<file path="config.mk">
export PLATFORM = sky130hd
export DESIGN_NAME = midi_tx_arbiter
export DESIGN_NICKNAME = d
export VERILOG_FILES = /design/src/rtl/midi_tx_arbiter.sv
export SDC_FILE = /design/constraint.sdc
export NUM_CORES = 1
export LEC_CHECK = 0
export ABC_CLOCK_PERIOD_IN_PS = 5400
export BUFFER_PORTS_ARGS = -buffer_cell sky130_fd_sc_hd__buf_2
export CORE_ASPECT_RATIO = 1.25
export CORE_UTILIZATION = 53
export CTS_CLUSTER_DIAMETER = 120
export DETAILED_ROUTE_END_ITERATION = 12
export GPL_TIMING_DRIVEN = 0
export MAX_ROUTING_LAYER = met4
export PLACE_DENSITY = 0.85
export RECOVER_POWER = 100
export SYNTH_ARGS = -nofsm -noshare
export SYNTH_HDL_FRONTEND = slang
export SYNTH_SLANG_ARGS = --single-unit
</file>
<file path="constraint.sdc">
create_clock -name midi_system_clock -period 5.4 [get_ports midi_system_clock]
set_clock_uncertainty 0.1 [all_clocks]
set_input_delay 0.27 -clock midi_system_clock [delete_from_list [all_inputs] [get_ports midi_system_clock]]
set_output_delay 0.27 -clock midi_system_clock [all_outputs]
set_load 0.05 [all_outputs]
</file>
<file path="src/rtl/midi_tx_arbiter.sv">
// Round-robin arbiter sharing one MIDI UART transmitter between byte-stream requesters.
// Optional Active Sensing (0xFE) injection is built when MIDI_ACTIVE_SENSE_EN is defined.
module midi_tx_arbiter #(
  parameter int NUM_REQ   = 4,
  parameter int STALL_MAX = 1024
) (
  input  logic                   midi_system_clock,
  input  logic                   midi_rst_n,
  input  logic                   keep_alive,
  input  logic [NUM_REQ-1:0]     req_valid,
  input  logic [8*NUM_REQ-1:0]   req_data,
  input  logic [NUM_REQ-1:0]     req_last,
  output logic [NUM_REQ-1:0]     req_ready,
  output logic                   tx_valid,
  output logic [7:0]             tx_data,
  input  logic                   tx_ready,
  output logic [NUM_REQ-1:0]     grant,
  output logic                   busy,
  output logic                   stall_abort
);

  localparam int PW = (NUM_REQ > 1) ? $clog2(NUM_REQ) : 1;
  localparam int SW = $clog2(STALL_MAX + 1);

  typedef enum logic [1:0] {
    IDLE,
    XFER,
    SENSE
  } state_e;

  state_e             state_q, state_d;
  logic [NUM_REQ-1:0] grant_q, grant_d;
  logic [PW-1:0]      gidx_q, gidx_d;
  logic [PW-1:0]      rr_ptr_q, rr_ptr_d;
  logic [SW-1:0]      stall_cnt_q, stall_cnt_d;
  logic               abort_q, abort_d;

  logic [PW-1:0]      sel;
  logic               any_req;
  int                 idx;
  logic               found;
  logic               g_valid;
  logic               g_last;
  logic [7:0]         g_data;
  logic [PW-1:0]      rr_next;
  logic [SW-1:0]      stall_inc;
  logic               hs;
  logic               sense_go;

  assign g_valid = req_valid[gidx_q];
  assign g_last  = req_last[gidx_q];
  assign g_data  = req_data[{gidx_q, 3'b000} +: 8];

  assign rr_next = (gidx_q == PW'(NUM_REQ - 1)) ? '0 : gidx_q + 1'b1;

  assign stall_inc = (stall_cnt_q == SW'(STALL_MAX)) ?
                     stall_cnt_q : stall_cnt_q + 1'b1;

  assign any_req = |req_valid;

  // First valid requester scanning upward from rr_ptr, wrapping.
  always_comb begin
    sel   = '0;
    found = 1'b0;
    idx   = 0;
    for (int k = 0; k < NUM_REQ; k++) begin
      idx = int'(rr_ptr_q) + k;
      if (idx >= NUM_REQ) idx = idx - NUM_REQ;
      if (!found && req_valid[idx]) begin
        sel   = PW'(idx);
        found = 1'b1;
      end
    end
  end

  always_comb begin
    tx_valid  = 1'b0;
    tx_data   = 8'h00;
    req_ready = '0;
    unique case (state_q)
      XFER: begin
        tx_valid  = g_valid;
        tx_data   = g_data;
        req_ready = grant_q & {NUM_REQ{tx_ready}};
      end
      SENSE: begin
        tx_valid = 1'b1;
        tx_data  = 8'hFE;
      end
      default: ;
    endcase
    hs = tx_valid & tx_ready;
  end

  assign grant       = grant_q;
  assign busy        = (state_q != IDLE);
  assign stall_abort = abort_q;

  always_comb begin
    state_d     = state_q;
    grant_d     = grant_q;
    gidx_d      = gidx_q;
    rr_ptr_d    = rr_ptr_q;
    stall_cnt_d = stall_cnt_q;
    abort_d     = 1'b0;
    unique case (state_q)
      IDLE: begin
        stall_cnt_d = '0;
        if (any_req) begin
          state_d = XFER;
          grant_d = NUM_REQ'(1) << sel;
          gidx_d  = sel;
        end else if (sense_go) begin
          state_d = SENSE;
        end
      end
      XFER: begin
        if (hs) begin
          stall_cnt_d = '0;
          if (g_last) begin
            state_d  = IDLE;
            grant_d  = '0;
            rr_ptr_d = rr_next;
          end
        end else if (!g_valid) begin
          stall_cnt_d = stall_inc;
          // Owner went quiet mid-message for too long: revoke.
          if (stall_inc == SW'(STALL_MAX)) begin
            abort_d  = 1'b1;
            state_d  = IDLE;
            grant_d  = '0;
            rr_ptr_d = rr_next;
          end
        end
      end
      SENSE: begin
        if (tx_ready) state_d = IDLE;
      end
      default: state_d = IDLE;
    endcase
  end

  always_ff @(posedge midi_system_clock or negedge midi_rst_n) begin
    if (!midi_rst_n) begin
      state_q     <= IDLE;
      grant_q     <= '0;
      gidx_q      <= '0;
      rr_ptr_q    <= '0;
      stall_cnt_q <= '0;
      abort_q     <= 1'b0;
    end else begin
      state_q     <= state_d;
      grant_q     <= grant_d;
      gidx_q      <= gidx_d;
      rr_ptr_q    <= rr_ptr_d;
      stall_cnt_q <= stall_cnt_d;
      abort_q     <= abort_d;
    end
  end

`ifdef MIDI_ACTIVE_SENSE_EN
  logic activity_q, activity_d;
  logic sense_pending_q, sense_pending_d;

  // A handshake coincident with keep_alive still counts as activity.
  always_comb begin
    activity_d      = activity_q | hs;
    sense_pending_d = sense_pending_q;
    if (state_q == SENSE && tx_ready) sense_pending_d = 1'b0;
    if (keep_alive) begin
      if (!(activity_q | hs)) sense_pending_d = 1'b1;
      activity_d = 1'b0;
    end
  end

  always_ff @(posedge midi_system_clock or negedge midi_rst_n) begin
    if (!midi_rst_n) begin
      activity_q      <= 1'b0;
      sense_pending_q <= 1'b0;
    end else begin
      activity_q      <= activity_d;
      sense_pending_q <= sense_pending_d;
    end
  end

  assign sense_go = sense_pending_q;
`else
  logic unused_keep_alive;
  assign unused_keep_alive = keep_alive;
  assign sense_go          = 1'b0;
`endif

endmodule

</file>
==> results.sh <==
export IMPL_instances_no_fill=280
export IMPL_core_area_mm2=0.002973
export IMPL_cts_tree="yes"
export IMPL_nets=292
export IMPL_cts_clk_slew_worst_paths_ns=0.13
export IMPL_tightest_slew_ns=1.138
export IMPL_final_common_cell="buf_2"
export IMPL_status="finished, final reports clean"
export IMPL_insertion_delay_ns=0.30
export IMPL_die_w_um=52.27
export IMPL_top_level_ports=63
export IMPL_drtIter0Drc=56
export IMPL_place_area_mm2=0.002019
export IMPL_setup_viol=0
export IMPL_powerDensity_mw_per_mm2=487.3
export IMPL_p_leak_uw=0.0009186
export IMPL_min_period_ns=2.797
export IMPL_relSlewSlack_pct=24.15
export IMPL_report_final_slew_viol_count=0
export IMPL_track_usage_pct=25.41
export IMPL_ys_seq_area_share_pct=31.39
export IMPL_worst_ep_required_time_ns=5.03
export IMPL_dp_cells=275
export IMPL_route_detailed_drc=0
export IMPL_synth_cell_area_mm2=0.001674
export IMPL_finalWirelength_um=3973
export IMPL_post_cts_setup_buffer_count=0
export IMPL_reg2reg_from="stall_cnt_q[0]"
export IMPL_rows=22
export IMPL_pre_cts_ws_ns=2.834
export IMPL_port_buffers=60
export IMPL_crit_start="gidx_q[0]"
export IMPL_synth_edff_count=0
export IMPL_avgViaCountPerCell=5.786
export IMPL_syn_inst=179
export IMPL_antenna_cells=0
export IMPL_worstHoldStart="req_valid[3]"
export IMPL_start_util_pct=56.31
export IMPL_critPathKind="reg -> out"
export IMPL_cap_violations=0
export IMPL_cts_hold_buf=1
export IMPL_clockBufferDepth=2
export IMPL_antenna_found_initial=0
export IMPL_grt_max_degree=22
export IMPL_grt_overflow=0
export IMPL_cts_sinks=21
export IMPL_avgSynthCellArea_um2=9.353
export IMPL_ir_drop_mv=0.3988
export IMPL_synthFlopType="dfrtp_1"
export IMPL_rsz0062_at_grt="no"
export IMPL_antenna_left=0
export IMPL_grt_pass1_wl_um=6382
export IMPL_yosys_cell_types_count=42
export IMPL_numCtsBuffers=3
export IMPL_mostFrequentLayoutCells="44 x buf_2, 28 x clkbuf_1, 21 x dfrtp_1"
export IMPL_startpoint_type="flop"
export IMPL_grt_pass1_vias=1481
export IMPL_tns_ns=0
export IMPL_syn_nets=226
export IMPL_end_kind="output pin"
export IMPL_dr_pass1_iters=4
export IMPL_vias=1620
export IMPL_synth_async_reset_ratio_pct=100.0
export IMPL_hp_class="in -> reg"
export IMPL_drive_gt1_share_pct=27.46
export IMPL_place_congestion=0.8967
export IMPL_wl_per_cell_um=14.19
export IMPL_htreeDepth=1
export IMPL_hpwl_um=3073
export IMPL_crit_arrival_ns=2.43
export IMPL_worst_slack_ns=2.603
export IMPL_synth_seq_cells=21
export IMPL_die_h_um=64.84
export IMPL_fin_area_mm2=0.002023
export IMPL_die_area_mm2=0.003389
export IMPL_cts_root_buf="clkbuf_4"
export IMPL_cp_max_fo=10
export IMPL_ys_warnings_count=0
export IMPL_finalCritPeriodShare_pct=51.80
export IMPL_clock_fmax_ghz=0.3575
export IMPL_ctsResizeCount=0
export IMPL_finalHoldViolCount=0
export IMPL_syn_to_final_growth_pct=20.85
-- per-layer routing --
metal	GRT usage [%]	vias up	share of wire, %
li1	-	792	-
met1	29.53	761	42
met2	46.63	65	49
met3	3.286	2	8.2
met4	3.947	0	0.53
met5	-	-	0
-- worst paths after layout --
check | end | slack (ns) | cells past startpoint
setup / recovery | tx_data[4] | 2.60 | 4
hold / removal | state_q[0] | 0.31 | 3
setup reg to reg | rr_ptr_q[1] | 2.67 | 7
hold reg to reg | grant[0] | 0.43 | 1
max in group asynchronous | stall_cnt_q[2] | 3.94 | 2
min in group asynchronous | stall_cnt_q[6] | 0.59 | 2
-- synthesized netlist by cell type, types with 5 or more instances --
cell / instances / share of area, %
and2_1: 10 / 3.7
mux2i_1: 5 / 3.0
a22o_1: 5 / 2.6
mux4_2: 10 / 13
dfrtp_1: 21 / 31
nand2_1: 10 / 2.2
clkbuf_1: 7 / 1.6
inv_1: 6 / 1.3
buf_2: 5 / 1.5
and3_1: 8 / 3.0
a21oi_1: 11 / 3.3
nor2_1: 13 / 2.9
o21ai_0: 14 / 4.2
nand3_1: 9 / 2.7
-- sequential cells by signal, indices dropped and copies added, names as in the netlist --
register / flops
gidx_q: 2
grant: 4
rr_ptr_q: 2
stall_abort: 1
stall_cnt_q: 11
state_q: 1
-- area by class of cell --
| type | instances | area [um2] |
|---|---|---|
| multi-input cells | 138 | 1046 |
| fillers | 253 | 949.7 |
| flip-flops and latches | 21 | 525.5 |
| repair buffers | 61 | 286.5 |
| plain buffers | 14 | 67.56 |
| well taps | 36 | 45.04 |
| clock buffers | 3 | 22.52 |
| inverters | 6 | 22.52 |
| clock inverters | 1 | 7.507 |
-- power by group --
part | total, uW | switching [uW] | internal [uW]
sequential | 238 | 40.2 | 198
combinational | 671 | 441 | 229
clock | 77.6 | 49.5 | 28.1
-- metrics by stage --
| stage | total power, uW | util (%) | hold WS [ns] |
|---|---|---|---|
| 2_1_floorplan | 787.8 | - | -0.1256 |
| 3_3_place_gp | 921.3 | 67.93 | 0.1504 |
| 3_5_place_dp | 931.8 | 67.93 | 0.1501 |
| 4_1_cts | 1011 | 69.28 | 0.3237 |
| 5_1_grt | 1052 | 68.06 | 0.3481 |
| 6_report | 985.9 | 68.06 | 0.3146 |
-- kinds of logic (layout without fill, tap and decap cells) --
kind of cell             Yosys count  in the layout  synth area share [%]
adder cells (fa/ha/maj)            3              3                 2.242
multiplexers                      18             18                 18.46
AND/OR/NAND/NOR                   70             70                 23.54
flip-flops                        21             21                 31.39
AO/OA/AOI/OAI                     44             44                 17.26
buffers and inverters             20             85                 5.531
XOR/XNOR                           3              3                 1.570
-- worst max-delay path: stages, from the launching register on --
cell	delay, ns
dfrtp_1	0.46
clkbuf_1	0.59
mux4_2	0.59
and2_1	0.19
clkbuf_1	0.30
No activity file was read; power rests on OpenSTA's default activity.
